<file path="src/rtl/regfile_mp_pkg.sv">
// Shared sizing constants for the multi-port integer register file.
package regfile_mp_pkg;
    localparam int RegW   = 32;
    localparam int RegNum = 32;
    localparam int RegAW  = $clog2(RegNum);
endpackage

</file>
<file path="src/rtl/rf_read_port.sv">
// One combinational read port: register select, x0 forced to zero, optional
// write-to-read forwarding when REGFILE_BYPASS_EN is defined.
module rf_read_port
    import regfile_mp_pkg::*;
#(
    parameter int DW   = RegW,
    parameter int NREG = RegNum,
    parameter int AW   = $clog2(NREG)
) (
    input  logic [AW-1:0]              raddr,
    input  logic [NREG-1:0][DW-1:0]    regs,
    input  logic [NREG-1:0]            busy,
    input  logic                       we0,
    input  logic [AW-1:0]              waddr0,
    input  logic [DW-1:0]              wdata0,
    input  logic                       we1,
    input  logic [AW-1:0]              waddr1,
    input  logic [DW-1:0]              wdata1,
    input  logic                       issue,
    input  logic [AW-1:0]              issue_rd,
    output logic [DW-1:0]              rdata,
    output logic                       rbusy
);
    logic zero_addr;
    assign zero_addr = (raddr == '0);

`ifdef REGFILE_BYPASS_EN
    logic hit0, hit1, issue_hit;
    assign hit0      = we0 && (waddr0 == raddr) && !zero_addr;
    assign hit1      = we1 && (waddr1 == raddr) && !zero_addr;
    assign issue_hit = issue && (issue_rd == raddr) && !zero_addr;

    // Port 1 data wins, matching the storage write priority.
    always_comb begin
        rdata = regs[raddr];
        if (zero_addr)
            rdata = '0;
        else if (hit1)
            rdata = wdata1;
        else if (hit0)
            rdata = wdata0;
    end

    assign rbusy = ((hit0 || hit1) && !issue_hit) ? 1'b0 : busy[raddr];
`else
    logic unused_bypass;
    assign unused_bypass = ^{we0, waddr0, wdata0, we1, waddr1, wdata1, issue, issue_rd};

    assign rdata = zero_addr ? '0 : regs[raddr];
    assign rbusy = busy[raddr];
`endif
endmodule

</file>
<file path="src/rtl/regfile_mp.sv">
// Multi-port register file with two prioritised write ports and a per-register
// busy scoreboard. Define REGFILE_BYPASS_EN for write-to-read forwarding.
module regfile_mp
    import regfile_mp_pkg::*;
#(
    parameter int DW   = RegW,
    parameter int NREG = RegNum,
    parameter int AW   = $clog2(NREG),
    parameter int NR   = 2
) (
    input  logic              clk_i,
    input  logic              rst_i,
    input  logic [NR*AW-1:0]  raddr_i,
    output logic [NR*DW-1:0]  rdata_o,
    output logic [NR-1:0]     rbusy_o,
    input  logic              we0_i,
    input  logic [AW-1:0]     waddr0_i,
    input  logic [DW-1:0]     wdata0_i,
    input  logic              we1_i,
    input  logic [AW-1:0]     waddr1_i,
    input  logic [DW-1:0]     wdata1_i,
    input  logic              issue_i,
    input  logic [AW-1:0]     issue_rd_i,
    output logic [NREG-1:0]   busy_o
);
    logic [NREG-1:0][DW-1:0] regs;
    logic [NREG-1:0]         busy;

    // Port 1 is applied last so it wins a same-address collision.
    always_ff @(posedge clk_i or posedge rst_i) begin
        if (rst_i) begin
            regs <= '0;
        end else begin
            if (we0_i && waddr0_i != '0) regs[waddr0_i] <= wdata0_i;
            if (we1_i && waddr1_i != '0) regs[waddr1_i] <= wdata1_i;
        end
    end

    // A new producer issuing in the same cycle an older one retires keeps the bit set.
    always_ff @(posedge clk_i or posedge rst_i) begin
        if (rst_i) begin
            busy <= '0;
        end else begin
            busy[0] <= 1'b0;
            for (int r = 1; r < NREG; r++) begin
                if (issue_i && issue_rd_i == AW'(r))
                    busy[r] <= 1'b1;
                else if ((we0_i && waddr0_i == AW'(r)) || (we1_i && waddr1_i == AW'(r)))
                    busy[r] <= 1'b0;
            end
        end
    end

    assign busy_o = busy;

    for (genvar k = 0; k < NR; k++) begin : g_rd
        logic [DW-1:0] rdata;
        logic          rbusy;

        rf_read_port #(.DW(DW), .NREG(NREG), .AW(AW)) u_port (
            .raddr    (raddr_i[k*AW +: AW]),
            .regs     (regs),
            .busy     (busy),
            .we0      (we0_i),
            .waddr0   (waddr0_i),
            .wdata0   (wdata0_i),
            .we1      (we1_i),
            .waddr1   (waddr1_i),
            .wdata1   (wdata1_i),
            .issue    (issue_i),
            .issue_rd (issue_rd_i),
            .rdata    (rdata),
            .rbusy    (rbusy)
        );

        // Forwarded write data must not leak out while reset is held.
        assign rdata_o[k*DW +: DW] = rst_i ? '0 : rdata;
        assign rbusy_o[k]          = rst_i ? 1'b0 : rbusy;
    end
endmodule

</file>
<file path="config.mk">
export PLATFORM = sky130hd
export DESIGN_NAME = regfile_mp
export DESIGN_NICKNAME = d
export VERILOG_FILES = /design/src/rtl/regfile_mp_pkg.sv /design/src/rtl/rf_read_port.sv /design/src/rtl/regfile_mp.sv
export SDC_FILE = /design/constraint.sdc
export NUM_CORES = 2
export LEC_CHECK = 0
export BUFFER_PORTS_ARGS = -buffer_cell sky130_fd_sc_hd__buf_4
export CORE_ASPECT_RATIO = 1.4
export CORE_MARGIN = 2
export CORE_UTILIZATION = 45
export CTS_BUF_LIST = sky130_fd_sc_hd__clkbuf_4
export DETAILED_ROUTE_END_ITERATION = 16
export PLACE_DENSITY_LB_ADDON = 0.1
export SYNTH_ARGS = -nofsm -noshare
export SYNTH_HDL_FRONTEND = slang
export SYNTH_SLANG_ARGS = --single-unit
</file>
<file path="constraint.sdc">
create_clock -name clk_i -period 48.3 [get_ports clk_i]
set_input_delay 4.83 -clock clk_i [delete_from_list [all_inputs] [get_ports clk_i]]
set_output_delay 4.83 -clock clk_i [all_outputs]
set_load 0.02 [all_outputs]
</file>
==> flow_summary.json <==
{
  "fillers": 13200,
  "grt_pass1_vias": 53100,
  "synth-xor-area-share": 0,
  "grt_pass1_wl_um": 421000,
  "tns_ns": 0,
  "final_nets": 5903,
  "dpl_worst_slack_ns": 33.77,
  "final_area_um2": 70400,
  "critical_path_arrival_ns": 9.81,
  "pwr-share-comb": 0.273,
  "placed_cell_area_um2": 66800,
  "yosysWarningCount": 0,
  "maxSlewHeadroom": 0.00814,
  "synth_area_um2": 64800,
  "max_freq_mhz": 68.3,
  "grt_max_degree": 151,
  "port_buffers": 190,
  "post-route-period-util": 0.303,
  "tightest_slew_ns": 1.48,
  "peakVddDrop_uv": 29.9,
  "place_congestion": 0.888,
  "placementRows": 164,
  "grtUsageTotal": 0.406,
  "antenna_found_initial": 25,
  "ant_nets": 0,
  "synth_adder_area_share": 0,
  "multiInputGateArea_um2": 35600,
  "syn_avg_cell_area_um2": 10.8,
  "core_area_um2": 143000,
  "die_h_um": 453,
  "drt_iter0_drc": 8648,
  "drive_above_1_share": 0.241,
  "maxSlewViolCount": 0,
  "totalPowerFinal_w": 0.00294,
  "hold_depth": 0,
  "cts-buffers-inserted": 298,
  "dieArea_um2": 147000,
  "hold_class": "reg -> reg",
  "wl_per_cell_um": 38.1,
  "utilization": 0.493,
  "drt-pass1-iter-count": 8,
  "clockPowerShare": 0.282,
  "required_ns": 43.47,
  "path_clk_slew_ns": 0.07,
  "reg2regPathDepth": 1,
  "status": "finished, violations left",
  "yosysUniqueCellTypes": 58,
  "p_per_area_nw_per_um2": 41.8,
  "vias": 56200,
  "synth_top_family_by_area": "multiplexers",
  "dpl.hpwl_um": 168000,
  "setup_violations": 0,
  "cts_buffer_depth": 4,
  "die_x_um": 325,
  "start_kind": "input port",
  "hold_viol": 0,
  "power.internal_w": 0.00196,
  "ctsHoldBuffers": 0,
  "synth_nets": 6070,
  "violations": "capacitance limit",
  "ys_ff_latch": 1055,
  "synthCells": 5976,
  "ioPinCount": 192,
  "whs_endpoint": "regs[23]",
  "h-tree-depth": 5,
  "synthArstFlopShare": 1.00,
  "areaGrowthSynthToFinish_pct": 8.55,
  "switching_share": 0.333,
  "synth-seq-area-share": 0.407,
  "cts_tree": "done",
  "post_cts_buffers": 0,
  "wirelength_um": 302000,
  "rsz0062_at_grt": "false",
  "timing.rr.end": "busy_o[2]",
  "min_period_ns": 14.64,
  "critPathMaxFanout": 67,
  "worstSetupPathType": "in -> out",
  "synth_edf_count": 0,
  "synth_ff_type": "dfrtp_1",
  "maxCapViolations": 1,
  "holdCritStartpoint": "regs[23]",
  "setup_ws_ns": 33.66,
  "skew_ns": 0,
  "r2r_start": "busy_o[2]",
  "start_util": 0.454,
  "grt_overflow": 0,
  "cts_root_buffer": "clkbuf_4",
  "synth_compound_area_frac": 0.165,
  "p_sw_w": 0.000980,
  "critPathCaptureType": "output port",
  "synthSimpleGateAreaFrac": 0.0728,
  "seq_area_um2": 26400,
  "synth_mux_area_frac": 0.301,
  "seq_power_share": 0.445,
  "leakage_nw": 32.8,
  "drcViolationCount": 0,
  "vias_per_cell": 7.09,
  "ctsResizeCount": 0,
  "clkLatencyLatePin_ns": 1.32,
  "r2r_slack_ns": 47.37,
  "cts_sinks": 1055
}
## routing by layer
layer	GRT usage	part of all wire	vias up
met3	0.132	0.13	1013
met1	0.532	0.37	28600
li1	-	-	22200
met4	0.229	0.064	18
met5	0	0.00033	-
met2	0.594	0.43	4362
## layout make-up
| class | count | share of cell area |
|---|---|---|
| multi-input cells | 4140 | 0.506 |
| flip-flops and latches | 1055 | 0.375 |
| well taps | 1909 | 0.0339 |
| clock inverters | 47 | 0.00292 |
| inverters | 5 | 0.000373 |
| clock buffers | 435 | 0.0464 |
| diodes | 26 | 0.000925 |
| repair buffers | 309 | 0.0347 |
## per-stage QoR
stage	std cells	hold WS (ns)
floorplan	5976	0.441
detailed placement	7418	0.383
CTS	7900	0.399
global route	7906	0.405
finish	7926	0.397
global placement	7418	0.377
## worst max-delay path: stages
cell and delay (ns):
buf_8 0.38, buf_4 0.78, buf_4 0.98, buf_4 0.99, mux4_2 0.41, mux2i_1 0.17, o22a_1 0.20, o221ai_1 0.50
buf_4 0.39
## worst max-delay path by stage
| stage | start | to | slack, ns | depth (start not counted) |
|---|---|---|---|---|
| final | raddr_i[1] | rdata_o[2] | 33.66 | 9 |
| after floorplan | rst_i | busy_o[10] | 13.77 | 1 |
| after global routing | raddr_i[0] | rdata_o[12] | 33.52 | 9 |
| after CTS | raddr_i[0] | rdata_o[12] | 33.77 | 8 |
| after global placement | raddr_i[0] | rdata_o[5] | 33.79 | 9 |
| after detailed placement | raddr_i[0] | rdata_o[12] | 33.77 | 8 |
## synth_stat cells, drive strengths merged, types with 3 or more instances
cell type,count,area (um2)
nand2,193,724
nor3b,3,37.5
o22a,57,499
a22oi,493,3870
o211a,30,345
mux4,526,11800
nand3b,3,22.5
dfrtp,1055,26400
and4b,3,30.0
and2,8,50.1
and3b,3,26.3
mux2,15,169
o221ai,57,499
nand3,34,210
a32o,32,320
a221o,6,60.1
or3b,4,37.5
a21oi,834,4170
nor3,9,50.1
nor2b,10,62.6
inv,5,18.8
buf,284,1640
o21ai,159,796
clkbuf,492,1850
mux2i,747,7480
and4bb,3,37.5
nor2,876,3320
o22ai,7,43.8
nand2b,8,50.1
## cell families after synthesis
group	count (synthesis)
compound gates	1686
other cells	1
buf+inv	781
mux	1288
simple gates	1165
flops	1055
## flip-flops by register name, indices dropped and copies added, names as in the netlist
name and flops:
busy_o 31, regs 1024
## cell usage in the layout, fill, tap and decap left out, drive strengths merged, types with 4 or more instances in the layout
cell type  count
mux2i        747
a21oi        834
diode         26
o22ai          7
clkinv        43
dfrtp       1055
nor2         876
nor3           9
or3b           4
buf          309
inv            8
nor2b         10
a32o          32
nand2        193
a221o          6
clkbuf       435
o221ai        57
o211a         30
and2           8
mux4         526
a22oi        493
o22a          57
nand3         34
o21ai        159
mux2          15
nand2b         8
## power groups by stage
stage          Clock, W  Combinational, W  Sequential [W]
4_1_cts        0.000834          0.000796         0.00130
3_5_place_dp          0          0.000795         0.00132
3_3_place_gp          0          0.000777         0.00131
2_1_floorplan         0          0.000617         0.00126
5_1_grt        0.000878          0.000863         0.00134
6_report       0.000830          0.000803         0.00131
Power figures use the tool's default switching activity.
